### src/rtl/spi_slave.sv
// SPI target with oversampled pins: decodes a write/size/address control header,
// then issues one register write or read strobe per frame.
module spi_slave #(
    parameter int unsigned DWIDTH = 32,
    parameter int unsigned AWIDTH = 8
) (
    input  logic              clk,
    input  logic              rst_n,
    input  logic [1:0]        mode,
    input  logic              sck,
    input  logic              ss_n,
    input  logic              mosi,
    output logic              miso,
    output logic              miso_oe,
    output logic              reg_wr,
    output logic              reg_rd,
    output logic [AWIDTH-1:0] reg_addr,
    output logic [1:0]        reg_size,
    output logic [DWIDTH-1:0] reg_wdata,
    input  logic [DWIDTH-1:0] reg_rdata,
    output logic              frame_err
);
    localparam int unsigned CW   = AWIDTH + 3;
    localparam int unsigned CNTW = 6;

    typedef enum logic [1:0] {IDLE, CTRL, DATA, DONE} state_t;

    state_t            state_q, state_d;
    logic [2:0]        sck_q;
    logic [1:0]        ss_q, mosi_q;
    logic              ss_prev_q;
    logic [CNTW-1:0]   bit_cnt_q, bit_cnt_d;
    logic [CW-1:0]     ctrl_sr_q, ctrl_sr_d;
    logic [DWIDTH-1:0] rx_sr_q, rx_sr_d, tx_sr_q, tx_sr_d;
    logic              wr_q, wr_d, shift_q, cap_q;
    logic              reg_wr_q, reg_wr_d, reg_rd_q, reg_rd_d, err_q, err_d;
    logic              miso_q, miso_d, miso_oe_q, miso_oe_d;
    logic [AWIDTH-1:0] reg_addr_q, reg_addr_d;
    logic [1:0]        reg_size_q, reg_size_d;
    logic [DWIDTH-1:0] reg_wdata_q, reg_wdata_d;

    logic              sample, ss_hi, ss_fall, ctrl_last, data_last, c_bad;
    logic [CW-1:0]     ctrl_word;
    logic [1:0]        c_size;
    int unsigned       nbits;
    logic [CNTW-1:0]   last_cnt;
    logic [DWIDTH-1:0] tx_load;

    // Pin synchronizers; the ss history flop resets low so a frame needs ss_n high then low
    always_ff @(posedge clk) begin
        if (!rst_n) begin
            sck_q     <= '0;
            ss_q      <= '0;
            mosi_q    <= '0;
            ss_prev_q <= 1'b0;
        end else begin
            sck_q     <= {sck_q[1:0], sck};
            ss_q      <= {ss_q[0], ss_n};
            mosi_q    <= {mosi_q[0], mosi};
            ss_prev_q <= ss_q[1];
        end
    end

    assign sample    = (mode[1] ^ mode[0]) ? (~sck_q[1] & sck_q[2]) : (sck_q[1] & ~sck_q[2]);
    assign ss_hi     = ss_q[1];
    assign ss_fall   = ss_prev_q & ~ss_q[1];
    assign ctrl_word = {ctrl_sr_q[CW-2:0], mosi_q[1]};
    assign c_size    = ctrl_word[AWIDTH+1:AWIDTH];
    assign c_bad     = (c_size == 2'b11) || ((32'd8 << c_size) > DWIDTH);
    assign ctrl_last = sample && (bit_cnt_q == CNTW'(CW - 1));
    assign nbits     = 32'd8 << reg_size_q;
    assign last_cnt  = CNTW'(nbits - 32'd1);
    assign data_last = sample && (bit_cnt_q == last_cnt);
    assign tx_load   = reg_rdata << (DWIDTH - nbits);

    always_ff @(posedge clk) begin
        if (!rst_n) state_q <= IDLE;
        else        state_q <= state_d;
    end

    // Completion of the last data bit outranks a simultaneous ss_n rise
    always_comb begin
        state_d = state_q;
        case (state_q)
            IDLE: if (ss_fall) state_d = CTRL;
            CTRL: begin
                if (ss_hi)          state_d = IDLE;
                else if (ctrl_last) state_d = c_bad ? DONE : DATA;
            end
            DATA: begin
                if (data_last)  state_d = DONE;
                else if (ss_hi) state_d = IDLE;
            end
            DONE: if (ss_hi) state_d = IDLE;
            default: state_d = IDLE;
        endcase
    end

    always_comb begin
        bit_cnt_d   = bit_cnt_q;
        ctrl_sr_d   = ctrl_sr_q;
        rx_sr_d     = rx_sr_q;
        tx_sr_d     = tx_sr_q;
        wr_d        = wr_q;
        reg_addr_d  = reg_addr_q;
        reg_size_d  = reg_size_q;
        reg_wdata_d = reg_wdata_q;
        reg_wr_d    = 1'b0;
        reg_rd_d    = 1'b0;
        err_d       = 1'b0;
        case (state_q)
            IDLE: begin
                if (ss_fall) begin
                    bit_cnt_d = '0;
                    ctrl_sr_d = '0;
                    rx_sr_d   = '0;
                    tx_sr_d   = '0;
                end
            end
            CTRL: begin
                if (ss_hi) begin
                    err_d = 1'b1;
                end else if (sample) begin
                    ctrl_sr_d = ctrl_word;
                    bit_cnt_d = bit_cnt_q + CNTW'(1);
                    if (ctrl_last) begin
                        bit_cnt_d = '0;
                        if (c_bad) begin
                            err_d = 1'b1;
                        end else begin
                            wr_d       = ctrl_word[CW-1];
                            reg_size_d = c_size;
                            reg_addr_d = ctrl_word[AWIDTH-1:0];
                            reg_rd_d   = ~ctrl_word[CW-1];
                        end
                    end
                end
            end
            DATA: begin
                if (ss_hi && !data_last) begin
                    err_d = 1'b1;
                end else if (sample) begin
                    bit_cnt_d = bit_cnt_q + CNTW'(1);
                    if (wr_q) begin
                        rx_sr_d = {rx_sr_q[DWIDTH-2:0], mosi_q[1]};
                        if (data_last) begin
                            reg_wr_d    = 1'b1;
                            reg_wdata_d = rx_sr_d;
                        end
                    end
                end
                // Read data lands MSB-aligned; each bit moves out one clk after its sample edge
                if (!wr_q) begin
                    if (cap_q)        tx_sr_d = tx_load;
                    else if (shift_q) tx_sr_d = {tx_sr_q[DWIDTH-2:0], 1'b0};
                end
            end
            default: ;
        endcase
        miso_oe_d = (state_d == DATA) && !wr_d;
        miso_d    = miso_oe_d && tx_sr_d[DWIDTH-1];
    end

    always_ff @(posedge clk) begin
        if (!rst_n) begin
            bit_cnt_q   <= '0;
            ctrl_sr_q   <= '0;
            rx_sr_q     <= '0;
            tx_sr_q     <= '0;
            wr_q        <= 1'b0;
            shift_q     <= 1'b0;
            cap_q       <= 1'b0;
            reg_wr_q    <= 1'b0;
            reg_rd_q    <= 1'b0;
            err_q       <= 1'b0;
            miso_q      <= 1'b0;
            miso_oe_q   <= 1'b0;
            reg_addr_q  <= '0;
            reg_size_q  <= '0;
            reg_wdata_q <= '0;
        end else begin
            bit_cnt_q   <= bit_cnt_d;
            ctrl_sr_q   <= ctrl_sr_d;
            rx_sr_q     <= rx_sr_d;
            tx_sr_q     <= tx_sr_d;
            wr_q        <= wr_d;
            shift_q     <= sample;
            cap_q       <= reg_rd_q;
            reg_wr_q    <= reg_wr_d;
            reg_rd_q    <= reg_rd_d;
            err_q       <= err_d;
            miso_q      <= miso_d;
            miso_oe_q   <= miso_oe_d;
            reg_addr_q  <= reg_addr_d;
            reg_size_q  <= reg_size_d;
            reg_wdata_q <= reg_wdata_d;
        end
    end

    assign miso      = miso_q;
    assign miso_oe   = miso_oe_q;
    assign reg_wr    = reg_wr_q;
    assign reg_rd    = reg_rd_q;
    assign frame_err = err_q;
    assign reg_addr  = reg_addr_q;
    assign reg_size  = reg_size_q;
    assign reg_wdata = reg_wdata_q;

endmodule

### config.mk
export PLATFORM = sky130hd
export DESIGN_NAME = spi_slave
export DESIGN_NICKNAME = d
export VERILOG_FILES = /design/src/rtl/spi_slave.sv
export SDC_FILE = /design/constraint.sdc
export NUM_CORES = 1
export LEC_CHECK = 0
export ABC_AREA = 1
export CAP_MARGIN = 10
export CORE_MARGIN = 2
export CORE_UTILIZATION = 40
export CTS_CLUSTER_DIAMETER = 200
export CTS_CLUSTER_SIZE = 30
export DETAILED_ROUTE_END_ITERATION = 12
export SKIP_LAST_GASP = 1
export SYNTH_ARGS = -nofsm -noshare
export SYNTH_HDL_FRONTEND = slang
export SYNTH_SLANG_ARGS = --single-unit
### constraint.sdc
create_clock -name clk -period 3.9 [get_ports clk]
set_clock_uncertainty 0.15 [all_clocks]
set_input_delay 1.17 -clock clk [delete_from_list [all_inputs] [get_ports clk]]
set_output_delay 1.17 -clock clk [all_outputs]
set_load 0.005 [all_outputs]
==> flow_metrics.py, run 1 <==
metrics = {
    "status": {
        "status": "complete, no violations",
    },
    "detailed_routing": {
        "final_antenna_net_count": 0,
        "drtPass1Iterations": 7,
        "dr.first_iter.drc_count": 440,
        "vias_per_cell": 5.14,
        "drc_markers": 0,
        "postRouteWirelength_um": 15300,
        "routedWlPerCell_um": 13.8,
        "detailroute.via_count": 5707,
    },
    "clock_network": {
        "post-cts-setup-buffers": 0,
        "tritoncts": "built",
        "worst_skew_pair.late_latency_ns": 0.42,
        "cts_hold_buffers": 0,
        "cts_buffers": 17,
        "htree_num_levels": 4,
        "root_buffer": "sky130_fd_sc_hd__clkbuf_16",
        "cts.sink_count": 139,
        "cts_buffer_depth": 2,
        "worst_setup_hold_path_clk_slew_ns": 0.06,
        "postCtsResizedCells": 0,
    },
    "global_route": {
        "grt.overflow.total": 0,
        "global_route_met1_usage_pct": 26.8,
        "grt_use_total_pct": 19.3,
        "met3_usage_pct": 4.19,
        "grt_util_met2_pct": 29.7,
        "grt_pass1_vias": 5184,
        "maximum_number_of_pins_on_one_net_before_global_route_repair": 67,
        "first_pass_grt_wire_length_um": 25600,
        "grt_antenna_before_repair": 0,
        "top_usage_layer": "met2",
    },
    "sta": {
        "finalWorstSetupSlack_ns": 1.02,
        "maxClockFrequency_mhz": 347,
        "period_share_pct": 73.9,
        "max_slew_margin_pct": 45.4,
        "rsz0062_at_grt": "false",
        "final_max_slew_viol_count": 0,
        "setup_viol": 0,
        "worst_slew_pin_slew_ns": 0.814,
        "setup_total_negative_slack_ns": 0,
        "final_period_minus_worst_setup_slack_ns": 2.88,
        "report.final.hold_viol_count": 0,
    },
    "logic_synthesis": {
        "post_synth_instance_area_um2": 6080,
        "synth.yosys.warnings": 0,
        "synth-seq-cells": 139,
        "register_area_share_after_synthesis_pct": 45.8,
        "syn_inst": 848,
        "syn-mean-instance-area_um2": 7.16,
        "syn_nets": 893,
        "ys_types": 32,
    },
    "placement": {
        "dpl.hpwl_um": 9300,
        "buffer_ports.inserted": 85,
        "placement.setup.worst_slack_ns": 0.609,
        "gp_routability_congestion": 0.868,
        "numPlacedInstances": 1078,
    },
    "layout": {
        "fraction_of_layout_instances_using_a_drive_strength_above_1_pct": 6.40,
        "commonest_non_fill_non_tap_cell_in_the_layout": "sky130_fd_sc_hd__nand2_1",
        "n_fill_cell": 1491,
        "commonest_non_fill_non_tap_cells_in_the_layout": "sky130_fd_sc_hd__nand2_1 (164), sky130_fd_sc_hd__a21oi_1 (139), sky130_fd_sc_hd__dfxtp_1 (139)",
        "layoutNonFillerInstCount": 1110,
        "layout-area-overhead-vs-synth_pct": 25.7,
        "diodes_inserted": 0,
        "finish.net_count": 954,
        "final_core_util_pct": 50.8,
    },
    "floorplan": {
        "die_x_um": 127,
        "die-area_um2": 16200,
        "floorplan.rows": 45,
        "top_level_ports": 86,
        "core_region_area_um2": 15000,
        "die-height_um": 127,
        "initial_core_util_pct": 40.4,
    },
    "pwr": {
        "p_leak_nw": 2.77,
        "pwr_density_cell_nw_per_um2": 452,
        "power.ir.vdd_worst_uv": 290,
    },
    "critical_path": {
        "worst_setup_path_start_kind": "primary input",
        "maximum_fanout_encountered_on_the_critical_timing_path": 31,
        "worst_ep_required_time_ns": 4.09,
        "crit_type": "in2reg",
        "worst-endpoint-arrival_ns": 3.08,
        "endpoint_kind": "flip-flop",
    },
    "worst_hold_path": {
        "type_of_the_tightest_min_delay_check": "reg2reg",
    },
    "flow_run": {
        "maxCapViolCount": 0,
    },
}
==> metal layers <==
metal / up-vias / part of all wire, %
met5: - / 0
met4: 0 / 1.3
met3: 22 / 5.5
met2: 168 / 44
met1: 2598 / 50
li1: 2919 / -
==> layout make-up <==
class / instances / area [µm²] / share of cell area (%)
Sequential cell: 139 / 2780 / 36.4
Clock inverter: 11 / 168 / 2.19
Multi-Input combinational cell: 558 / 2680 / 35.1
Tap cell: 188 / 235 / 3.08
Inverter: 96 / 362 / 4.73
Clock buffer: 21 / 460 / 6.03
Timing Repair Buffer: 97 / 948 / 12.4
==> worst max-delay path, cell delays in order <==
cell and delay, ns:
sky130_fd_sc_hd__clkdlybuf4s50_1 0.47, sky130_fd_sc_hd__inv_1 0.04, sky130_fd_sc_hd__nand2_1 0.09, sky130_fd_sc_hd__nand2_1 0.07
sky130_fd_sc_hd__nand2_1 0.07, sky130_fd_sc_hd__nand2_1 0.11, sky130_fd_sc_hd__nor2_2 0.17, sky130_fd_sc_hd__nand2_1 0.08
sky130_fd_sc_hd__nand3_2 0.10, sky130_fd_sc_hd__nand2_2 0.08, sky130_fd_sc_hd__clkinv_2 0.32, sky130_fd_sc_hd__nand3_1 0.13
sky130_fd_sc_hd__a21oi_1 0.17
==> cell families (layout without fill, tap and decap cells) <==
group | Yosys count | count (layout) | synth area share (%)
AND/OR/NAND/NOR | 324 | 324 | 23.0
AO/OA/AOI/OAI | 226 | 226 | 19.6
buffers and inverters | 151 | 225 | 10.0
flip-flops | 139 | 139 | 45.8
adder cells (fa/ha/maj) | 6 | 6 | 1.24
XOR/XNOR | 2 | 2 | 0.288
==> where the power goes <==
part | internal [mW] | switching [mW]
combinational | 0.0905 | 0.193
sequential | 1.45 | 0.0161
clock | 1.10 | 0.606
==> final timing paths <==
path              startpoint           to  slack [ns]  depth (start not counted)
hold / removal       ss_q[0]      ss_q[1]        0.26                          2
setup reg to reg  state_q[1]         miso        1.24                         11
setup / recovery     mode[1]  rx_sr_q[25]        1.02                         13
hold reg to reg      ss_q[0]      ss_q[1]        0.26                          2
==> state kept, by name, indices dropped and copies added, names as in the netlist, 2 cells and up <==
signal	flops
reg_wdata	32
tx_sr_q	32
rx_sr_q	31
ctrl_sr_q	10
reg_addr	8
bit_cnt_q	6
sck_q	3
mosi_q	2
reg_size	2
ss_q	2
state_q	2
==> synthesized netlist by cell type <==
library cell                number  area share [%]
sky130_fd_sc_hd__clkinv_1        4            0.25
sky130_fd_sc_hd__buf_2          16             1.3
sky130_fd_sc_hd__nor3b_1         1            0.12
sky130_fd_sc_hd__a221oi_1        3            0.43
sky130_fd_sc_hd__a21oi_1       139              11
sky130_fd_sc_hd__a211oi_1        2            0.25
sky130_fd_sc_hd__nand3_2         1            0.16
sky130_fd_sc_hd__nand2_1       164              10
sky130_fd_sc_hd__inv_1          86             5.3
sky130_fd_sc_hd__clkbuf_1       32             2.0
sky130_fd_sc_hd__nor3_4          1            0.27
sky130_fd_sc_hd__o2111ai_1       4            0.58
sky130_fd_sc_hd__o211ai_1        6            0.74
sky130_fd_sc_hd__nand2_2         3            0.31
sky130_fd_sc_hd__o31ai_1         1            0.12
sky130_fd_sc_hd__buf_6           3            0.56
sky130_fd_sc_hd__nand3_1        99             8.2
sky130_fd_sc_hd__a31oi_1         4            0.41
sky130_fd_sc_hd__nand4_1         4            0.41
sky130_fd_sc_hd__ha_1            6             1.2
sky130_fd_sc_hd__a311oi_1        1            0.14
sky130_fd_sc_hd__nor3_1          6            0.49
sky130_fd_sc_hd__a2111oi_0       1            0.14
sky130_fd_sc_hd__clkinv_2        1           0.082
sky130_fd_sc_hd__nor2_2          4            0.41
sky130_fd_sc_hd__o21ai_1         6            0.49
sky130_fd_sc_hd__nor2_1         41             2.5
sky130_fd_sc_hd__o21ai_0        59             4.9
sky130_fd_sc_hd__inv_2           5            0.31
sky130_fd_sc_hd__dfxtp_1       139              46
sky130_fd_sc_hd__buf_1           4            0.25
sky130_fd_sc_hd__xor2_1          2            0.29
==> metrics by stage <==
step	total power [mW]	hold WS, ns	instance area, µm²
3_5_place_dp	1.77	0.252	7010
3_3_place_gp	1.78	0.244	7010
4_1_cts	3.48	0.265	7640
2_1_floorplan	1.68	0.240	6080
5_1_grt	3.58	0.282	7640
6_report	3.46	0.261	7640
Note: power is estimated with default switching activity, not from simulation.
==> run 2: changes to the inputs <==
==> constraint.sdc (replaced) <==
create_clock -name clk -period 2.7 [get_ports clk]
set_clock_uncertainty 0.15 [all_clocks]
set_input_delay 0.81 -clock clk [delete_from_list [all_inputs] [get_ports clk]]
set_output_delay 0.81 -clock clk [all_outputs]
set_load 0.005 [all_outputs]
==> flow_metrics.py, run 2 (synthesis results as in run 1) <==
metrics = {
    "floorplan": {
        "die_x_um": 127,
        "die-height_um": 127,
        "die-area_um2": 16200,
        "floorplan.rows": 45,
        "top_level_ports": 86,
        "initial_core_util_pct": 40.4,
        "core_region_area_um2": 15000,
    },
    "clock_network": {
        "tritoncts": "built",
        "cts_hold_buffers": 0,
        "post-cts-setup-buffers": 0,
        "postCtsResizedCells": 0,
        "cts_buffer_depth": 2,
        "worst_setup_hold_path_clk_slew_ns": 0.06,
        "root_buffer": "sky130_fd_sc_hd__clkbuf_16",
        "cts.sink_count": 139,
        "htree_num_levels": 4,
        "cts_buffers": 17,
        "worst_skew_pair.late_latency_ns": 0.42,
    },
    "sta": {
        "final_period_minus_worst_setup_slack_ns": 2.46,
        "report.final.hold_viol_count": 0,
        "worst_slew_pin_slew_ns": 0.695,
        "period_share_pct": 91.1,
        "final_max_slew_viol_count": 0,
        "maxClockFrequency_mhz": 407,
        "setup_total_negative_slack_ns": 0,
        "rsz0062_at_grt": "false",
        "max_slew_margin_pct": 53.4,
        "setup_viol": 0,
    },
    "pwr": {
        "power.ir.vdd_worst_uv": 482,
        "pwr_density_cell_nw_per_um2": 628,
        "p_leak_nw": 2.85,
    },
    "detailed_routing": {
        "detailroute.via_count": 5725,
        "routedWlPerCell_um": 13.8,
        "drc_markers": 0,
        "dr.first_iter.drc_count": 439,
        "drtPass1Iterations": 5,
        "vias_per_cell": 5.09,
        "postRouteWirelength_um": 15500,
        "final_antenna_net_count": 0,
    },
    "placement": {
        "buffer_ports.inserted": 85,
        "post_place_cell_area_um2": 7210,
        "dpl.hpwl_um": 9740,
        "gp_routability_congestion": 0.873,
    },
    "global_route": {
        "first_pass_grt_wire_length_um": 25600,
        "grt.overflow.total": 0,
        "grt_use_total_pct": 19.5,
        "grt_pass1_vias": 5219,
        "maximum_number_of_pins_on_one_net_before_global_route_repair": 69,
        "grt_antenna_before_repair": 0,
    },
    "critical_path": {
        "worst_path_dominant_cell_family": "simple AND/OR/NAND/NOR gates",
        "worst-endpoint-arrival_ns": 2.65,
        "worst_ep_required_time_ns": 2.89,
        "crit_chain": "clkdlybuf4s50_1, inv_1, nand2_1, nand2_1, nand2_1, nand2_1, nor2_2, nand2_1, nand3_2, nand2_2, clkinv_2, buf_12, nand3_1, a21oi_1",
        "worst_setup_path_start_kind": "primary input",
        "endpoint_kind": "flip-flop",
        "crit_type": "in2reg",
        "cp_common_cell": "sky130_fd_sc_hd__nand2_1",
        "maximum_fanout_encountered_on_the_critical_timing_path": 20,
        "slowest_cp_cell": "sky130_fd_sc_hd__clkdlybuf4s50_1",
        "timing.critical_path.buf_inv": 4,
        "timing.critical_path.slowest_cell_delay_ns": 0.47,
    },
    "worst_hold_path": {
        "type_of_the_tightest_min_delay_check": "reg2reg",
    },
    "layout": {
        "final_area_um2": 7790,
        "area.sequential_um2": 2780,
        "diodes_inserted": 0,
        "area_of_the_multi_input_gates_um2": 2680,
        "fraction_of_layout_instances_using_a_drive_strength_above_1_pct": 7.90,
        "n_fill_cell": 1465,
        "layout-area-overhead-vs-synth_pct": 28.3,
        "commonest_non_fill_non_tap_cells_in_the_layout": "sky130_fd_sc_hd__nand2_1 (164), sky130_fd_sc_hd__a21oi_1 (139), sky130_fd_sc_hd__dfxtp_1 (139)",
        "commonest_non_fill_non_tap_cell_in_the_layout": "sky130_fd_sc_hd__nand2_1",
        "finish.net_count": 970,
    },
    "status": {
        "status": "complete, no violations",
    },
    "flow_run": {
        "maxCapViolCount": 0,
    },
}
-- run 2: cell count changes in the layout (fill, tap and decap cells not counted), sizes merged --
cell,previous run,this run
bufinv,4,2
clkinv,9,8
buf,13,29
clkbuf,21,24
clkinvlp,2,1
-- run 2: worst paths after layout --
check             slack, ns  depth (start not counted)           to  startpoint
setup / recovery       0.24                         14  rx_sr_q[29]     mode[1]
hold / removal         0.26                          2     sck_q[1]    sck_q[0]
setup reg to reg       0.42                         10  rx_sr_q[29]  state_q[0]
hold reg to reg        0.26                          2     sck_q[1]    sck_q[0]
-- run 2: where the power goes --
part	internal, mW	switching [mW]	leakage [nW]
logic	0.172	0.285	1.44
clock network	1.47	0.851	0.292
registers	2.09	0.0243	1.12
-- run 2: layer usage --
layer	share of wire [%]	up-vias	wire [µm]	global-route usage (%)
li1	-	2954	-	-
met1	49	2614	7590	26.3
met2	45	143	6930	30.1
met3	5.2	14	802	5.03
met4	1.3	0	207	7.24
met5	0	-	0	0
-- run 2: cell type report --
| type | instances | area share, % |
|---|---|---|
| repair buffers | 113 | 14.7 |
| inverters | 96 | 4.64 |
| well taps | 188 | 3.02 |
| flip-flops and latches | 139 | 35.7 |
| clock buffers | 24 | 6.44 |
| multi-input cells | 558 | 34.4 |
| clock inverters | 7 | 1.12 |
-- run 2: tightest hold or removal path, cell delays in order (launching register included) --
cell                      delay (ns)
sky130_fd_sc_hd__dfxtp_1        0.30
sky130_fd_sc_hd__nand2_1        0.05
sky130_fd_sc_hd__inv_1          0.04
-- run 2: metrics by stage --
stage / utilization (%) / std cells / power, mW / setup slack (ns) / hold slack, ns
after floorplan: - / 848 / 2.43 / 0.574 / 0.240
after global placement: 47.9 / 1094 / 2.61 / -0.0986 / 0.243
after detailed placement: 47.9 / 1094 / 2.61 / -0.115 / 0.252
after CTS: 51.9 / 1125 / 4.93 / 0.260 / 0.266
after global routing: 51.9 / 1125 / 5.08 / 0.0304 / 0.277
final: 51.9 / 1125 / 4.89 / 0.242 / 0.263
